$ cat config.mk
export PLATFORM = sky130hd
export DESIGN_NAME = m_ext_ctrl
export DESIGN_NICKNAME = d
export VERILOG_FILES = /design/src/rtl/m_ext_ctrl.sv
export SDC_FILE = /design/constraint.sdc
export NUM_CORES = 1
export LEC_CHECK = 0
export CORE_ASPECT_RATIO = 0.5
export CORE_MARGIN = 1
export CORE_UTILIZATION = 53
export DETAILED_ROUTE_END_ITERATION = 8
export PLACE_DENSITY = 0.95
export SKIP_CTS_REPAIR_TIMING = 1
export SLEW_MARGIN = 0
export SYNTH_ARGS = -nofsm -noshare
export SYNTH_HDL_FRONTEND = slang
export SYNTH_SLANG_ARGS = --single-unit
$ cat constraint.sdc
create_clock -name clk -period 5.29 [get_ports clk]
set_clock_uncertainty 0.2 [all_clocks]
set_input_delay 0.529 -clock clk [delete_from_list [all_inputs] [get_ports clk]]
set_output_delay 0.529 -clock clk [all_outputs]
set_load 0.005 [all_outputs]
$ cat src/rtl/m_ext_ctrl.sv
// Sequencer between EX and the multicycle M-extension unit: launches the unit,
// stalls EX until it responds, short-circuits divide special cases and a one-entry result cache.
module m_ext_ctrl (
    input  logic        clk,
    input  logic        rst,
    input  logic        ex_valid,
    input  logic        ex_is_m,
    input  logic [2:0]  ex_funct3,
    input  logic [31:0] ex_a,
    input  logic [31:0] ex_b,
    input  logic        ex_hold,
    input  logic        flush,
    output logic        m_load,
    output logic [31:0] m_a,
    output logic [31:0] m_b,
    output logic [2:0]  m_funct3,
    input  logic        m_resp,
    input  logic [31:0] m_out,
    output logic        m_stall,
    output logic [31:0] m_result,
    output logic        m_result_valid
);
    localparam int unsigned XLEN = 32;
    localparam logic [XLEN-1:0] INT_MIN = {1'b1, {(XLEN-1){1'b0}}};

    typedef enum logic [2:0] {
        S_IDLE   = 3'd0,
        S_LAUNCH = 3'd1,
        S_WAIT   = 3'd2,
        S_DONE   = 3'd3,
        S_DRAIN  = 3'd4
    } state_t;

    state_t          state;
    logic [XLEN-1:0] res_q;
    logic [XLEN-1:0] tag_a;
    logic [XLEN-1:0] tag_b;
    logic [2:0]      tag_f3;
    logic            cache_vld;

    logic            issue;
    logic            div_zero;
    logic            div_ovf;
    logic            special;
    logic            hit;
    logic [XLEN-1:0] special_res;

    // Issue decode, divide special cases and cache lookup against the live EX operands
    always_comb begin
        issue    = ex_valid & ex_is_m & ~flush;
        div_zero = ex_funct3[2] & (ex_b == '0);
        div_ovf  = ex_funct3[2] & ~ex_funct3[0] & (ex_a == INT_MIN) & (ex_b == '1);
        special  = div_zero | div_ovf;
        if (div_zero) begin
            special_res = ex_funct3[1] ? ex_a : '1;
        end else begin
            special_res = ex_funct3[1] ? '0 : INT_MIN;
        end
        hit = cache_vld & (ex_a == tag_a) & (ex_b == tag_b) & (ex_funct3 == tag_f3);
    end

    // Result/stall are combinational so specials and hits retire with zero stall
    always_comb begin
        m_stall        = 1'b0;
        m_result_valid = 1'b0;
        m_result       = '0;
        if (!rst) begin
            case (state)
                S_IDLE: begin
                    if (issue) begin
                        if (special) begin
                            m_result_valid = 1'b1;
                            m_result       = special_res;
                        end else if (hit) begin
                            m_result_valid = 1'b1;
                            m_result       = res_q;
                        end else begin
                            m_stall = 1'b1;
                        end
                    end
                end
                S_LAUNCH, S_WAIT: m_stall = 1'b1;
                S_DONE: begin
                    m_result_valid = 1'b1;
                    m_result       = res_q;
                end
                S_DRAIN: m_stall = issue;
                default: m_stall = 1'b0;
            endcase
        end
    end

    // Sequencer, operand latch and result cache; res_q doubles as the cached data
    always_ff @(posedge clk) begin
        if (rst) begin
            state     <= S_IDLE;
            m_load    <= 1'b0;
            m_a       <= '0;
            m_b       <= '0;
            m_funct3  <= '0;
            res_q     <= '0;
            tag_a     <= '0;
            tag_b     <= '0;
            tag_f3    <= '0;
            cache_vld <= 1'b0;
        end else begin
            m_load <= 1'b0;
            case (state)
                S_IDLE: begin
                    if (issue && !special && !hit) begin
                        m_a      <= ex_a;
                        m_b      <= ex_b;
                        m_funct3 <= ex_funct3;
                        m_load   <= 1'b1;
                        state    <= S_LAUNCH;
                    end
                end
                S_LAUNCH: state <= flush ? S_DRAIN : S_WAIT;
                S_WAIT: begin
                    // A response in the flush cycle means the unit is already idle
                    if (flush) begin
                        state <= m_resp ? S_IDLE : S_DRAIN;
                    end else if (m_resp) begin
                        res_q     <= m_out;
                        tag_a     <= m_a;
                        tag_b     <= m_b;
                        tag_f3    <= m_funct3;
                        cache_vld <= 1'b1;
                        state     <= S_DONE;
                    end
                end
                S_DONE: begin
                    if (flush || !ex_hold) begin
                        state <= S_IDLE;
                    end
                end
                S_DRAIN: begin
                    if (m_resp) begin
                        state <= S_IDLE;
                    end
                end
                default: state <= S_IDLE;
            endcase
        end
    end

endmodule

======== Yosys cells after proc, flatten, opt, wreduce, memory -nomap -nowiden ========
Index checks and enable logic that the tools add are counted.
word-level totals
  register bits ........................... 171
  bits in latches ......................... 0
  bits in writable memories ............... 0
  bits in read-only memories .............. 0
  input bits .............................. 106
  memories ................................ 0
cells by class
  add/subtract/negate cells ............... 0
  $mul .................................... 0
  div/mod/pow operators ................... 0
  $lt $le $gt $ge ......................... 0
  eq/ne operators ......................... 13
  shift-type cells ........................ 0
  mux-type cells .......................... 27
  bitwise operators ....................... 13
  reductions and logical operators ........ 13
operators with widths
  cell                  number
  $mux 32               7
  $eq 32x32->1          2
  $eq 32x32->1 const B  2
  $pmux 32 s2           1
  $logic_not 32->1      1
  $mux 3                7
  $pmux 3 s5            1
  $and 1x1->1           9
  $mux 1                9
  $eq 3x2->1 const B    2
  $ne 2x2->1 const B    3
  $reduce_and 4->1      1
  $reduce_or 2->1       2
  $eq 3x1->1 const B    1
  $eq 3x3->1            1
  $eq 3x3->1 const B    1
  $logic_not 1->1       3
  $logic_not 3->1       1
  $ne 3x3->1 const B    1
  $not 1->1             3
  $pmux 1 s3            1
  $reduce_and 3->1      1
  $logic_and 1x1->1     2
  $pmux 1 s2            1
  other kinds (3)       3

======== Logic depth before layout (Yosys ltp) ========
Gate-level depths: netlist of the first run.
  depth in word-level cells ............... 10
  depth in mapped cells ................... 9

======== Least setup slack after synthesis of the first run ========
OpenSTA, ideal clock, no wires.
  kind .................................... in2out
  start ................................... input ex_a[3]
  end ..................................... output m_result[10]
  arrival time ............................ 2.387 ns
  path slack .............................. 2.174 ns
  cell stages on the path ................. 8
  buffers on the path ..................... 1
  path through ............................ nor2b_1 a2111o_1 a2111o_1 nor4_4 nand4_1 o21ba_2 clkbuf_1 o21ai_1
on the way
  longest elaborated chain between the ends .. 9
RTL lines
  element                    line  RTL
  start, declared            9     input logic [31:0] ex_a,
  $eq 32x32->1               59    hit = cache_vld & (ex_a == tag_a) & (ex_b == tag_b) & (ex_funct3 == tag_f3);
  $and 1x1->1 (3 in series)  59
  $mux 32                    74    end else if (hit) begin
  $mux 32 *                  71    if (special) begin
  $mux 32 *                  70    if (issue) begin
  $pmux 32 s2 *              68    case (state)
  $mux 32 *                  67    if (!rst) begin
  end, declared              20    output logic [31:0] m_result,
Mark *: on every way between the ends. The rest lies on a longest branch, timed or not.

======== Worst setup path in the final report of the first run ========
  start ................................... input ex_a[21]
  end ..................................... output m_result[14]
Same word-level chain as after synthesis.

==> impl_results.md, run 1 <==
- Status: finished clean
- Initial core utilization: 0.5551
- Syn nets: between 1000 and 1500
- Yosys top cell area share: 0.4162
- Clock root cell: clkbuf_16
- Nets: 1295
- GRT Max-Usage Layer: met2
- Worst-margin pin slew: 1.088 ns
- Row count: 31
- Detailed placement HPWL: between 15 and 20 mm
- Setup Crit Path Kind: in -> out
- PwrDens: 267.7 nW/um^2
- GR Util met1: 0.4399
- Core area: 14820 sq um
- Worst skew pair latency: 0.43 ns
- Final hold violation count: 0
- Endpoints failing setup: 0
- Mapped Cells: around 1000
- Post-layout util: 0.7355
- Initial antenna violation count: 0
- Async SR Flop Fraction: 0
- WP data required: 4.56 ns
- Top FF cell, synth: dfxtp_1
- Layout cells sized above 1: 0.03747
- Startpoint Class: primary input
- Ports: 208
- Met3 usage: 0.09095
- Pleak: about 3.6 nW
- F_max: 209.9 MHz
- # Max-Cap Violations: 0
- Fin crit share: 0.9006
- Die Wd: roughly 180 um
- Syn Std Cell Area: 8224 sq um
- Largest net degree at the start of global routing: 152
- Routed vias/inst: 5.814
- Hold crit path type: reg -> reg
- Drt first pass iters: 6
- Global-route wire length before repair: 41.57 mm
- # fillers: 1044
- FF+latch count, synth: 171
- Yosys cell types: 51
- Residual DRC: 0
- Largest cells by area after synthesis: dfxtp_1 (42%), nand2b_1 (10%), nand2_1 (9.6%)
- Fin. max-slew vios: 0
- Unrepaired setup endpoints after global routing: no
- Total grt overflow: 0
- Die Height: around 90 um
- Post-synth EDFFs: 0
- Synth area leader: dfxtp_1
- N_diodes: 0
- Data arrival, critical path: slightly above 4 ns
- H-tree depth: 4
- Port Buf Inserts: approximately 210
- Vias in the first global route: between 7000 and 8000
- Initial DRC count: approximately 1100
- WL per Instance: roughly 19 um
- Tmin final: 4.764 ns
- Met2 Track Usage GR: 0.5175
- Via count: 8134
- Clk buf depth: 2
- Worst-path clk slew: 0.06 ns
- Warnings from Yosys: 0
- Post-synthesis sequential area ratio: 0.4162
- Crit. End Element: output pin
- CTS buffer count: 17
- CTS Sinks: roughly 170
- GRT Total Usage: 0.3349
- Routed WL: 26.66 mm
- Rel. slew slack: 0.2750
- TritonCTS clock tree: built
- Critical Path Fanout Max: 31
- Die Area: 16050 sq um
- GP Congestion: ~0.98
- Peak VDD IR: 240.8 uV
- Setup TNS: 0 ns
- Area grow syn2layout: 32.51%
- Post-route ant nets: 0
- Syn avg cell area: between 8 and 9 sq um
==> Yosys cell counts (all sizes together), types with 2 or more instances <==
| cell | instances |
|---|---|
| nor2b | 5 |
| nor2 | 12 |
| nor3 | 7 |
| nand3 | 3 |
| xnor2 | 13 |
| mux2i | 67 |
| nand3b | 2 |
| o22ai | 4 |
| nor4 | 30 |
| nand2 | 210 |
| nand2b | 136 |
| dfxtp | 171 |
| nand4b | 2 |
| nand4 | 13 |
| o21ba | 2 |
| xor2 | 44 |
| a21oi | 101 |
| a2111o | 2 |
| clkbuf | 56 |
| inv | 41 |
| or4 | 2 |
| o21ai | 66 |
| buf | 11 |
==> cell families (layout without fill, tap and decap cells) <==
| logic type | Yosys count | after routing | synth area share |
|---|---|---|---|
| simple gates | 432 | 432 | 0.2641 |
| compound gates | 187 | 187 | 0.1235 |
| flops | 171 | 171 | 0.4162 |
| buf+inv | 109 | 287 | 0.05385 |
| mux | 67 | 67 | 0.08155 |
| xor+xnor | 57 | 57 | 0.06070 |
==> through the flow <==
step / setup WS (ns) / cells / power [mW] / hold slack, ns / cell area (sq um)
after detailed placement: 0.6399 / 1368 / 1.693 / 0.2477 / 10320
final: 0.5258 / 1399 / 2.918 / 0.2569 / 10900
after global placement: 0.8945 / 1368 / 1.685 / 0.2436 / 10320
after CTS: 0.6401 / 1399 / 2.912 / 0.2580 / 10900
after floorplan: 2.174 / 1023 / 1.500 / 0.2363 / 8224
after global routing: 0.4542 / 1399 / 2.997 / 0.2809 / 10900
==> flip-flops by register name, indices dropped and copies added, names as in the netlist <==
register and count:
cache_vld 1, m_b 32, res_q 32, tag_a 32, m_a 32, tag_b 32, m_funct3 3, tag_f3 3
m_load 1, state 3
==> layout make-up <==
type                       count  area [sq um]  area share
multi-input combinational    743          4368      0.4008
sequential                   171          3423      0.3141
timing repair buffer         214          2126      0.1951
clock buffer                  18         429.2     0.03938
tap                          198         247.7     0.02273
inverter                      42         157.7     0.01447
clock inverter                13         146.4     0.01343
==> worst max-delay path, stage by stage <==
cell and delay [ns]:
clkdlybuf4s50_1 0.54, inv_1 0.14, o22ai_1 0.08, or4_1 0.54
nor4_1 0.64, nand4_1 0.24, o21ba_2 0.50, o21ai_1 0.28
clkdlybuf4s50_1 0.53
==> metal layers <==
layer	routed length, um	vias to the layer above
met1	11100	3818
met4	966	0
met2	12040	471
met3	2555	107
li1	-	3738
met5	0	-
==> report_power, final <==
part / switching (mW) / total, mW / internal, mW / leakage (nW)
logic: 0.163 / 0.336 / 0.174 / 1.96
clock network: 0.547 / 1.24 / 0.697 / 0.265
registers: 0.0245 / 1.34 / 1.31 / 1.38
total: 0.734 / 2.92 / 2.18 / 3.61
==> cells in the final DEF, fill, tap and decap left out, types with 17 or more instances in the layout <==
| master | netlist | layout |
|---|---|---|
| inv_1 | 40 | 40 |
| nor4_1 | 29 | 29 |
| clkdlybuf4s50_1 | 0 | 206 |
| clkbuf_16 | 0 | 17 |
| o21ai_1 | 32 | 32 |
| nand2_1 | 210 | 210 |
| xor2_1 | 44 | 44 |
| a21oi_1 | 101 | 101 |
| o21ai_0 | 34 | 34 |
| mux2i_1 | 67 | 67 |
| dfxtp_1 | 171 | 171 |
| nand2b_1 | 136 | 136 |
==> worst paths after layout <==
check | start | to | slack, ns | cells past startpoint
worst max-delay path | ex_a[21] | m_result[14] | 0.53 | 9
worst max register to register | tag_a[21]$_SDFFE_PP0P_ | m_a[31]$_SDFFE_PP0P_ | 2.25 | 7
worst min register to register | res_q[22]$_SDFFE_PP0P_ | res_q[22]$_SDFFE_PP0P_ | 0.26 | 2
worst min-delay path | res_q[22]$_SDFFE_PP0P_ | res_q[22]$_SDFFE_PP0P_ | 0.26 | 2
Note: power is estimated with default switching activity, not from simulation.
==> run 2: changes to the inputs <==
--- a/config.mk
+++ b/config.mk
@@ -8,6 +8,7 @@
 export CORE_ASPECT_RATIO = 0.5
 export CORE_MARGIN = 1
 export CORE_UTILIZATION = 53
+export CTS_CLUSTER_DIAMETER = 50
 export DETAILED_ROUTE_END_ITERATION = 8
 export PLACE_DENSITY = 0.95
 export SKIP_CTS_REPAIR_TIMING = 1
==> results of run 2 <==
Final layout, timing and power as in run 1 (identical DEF).
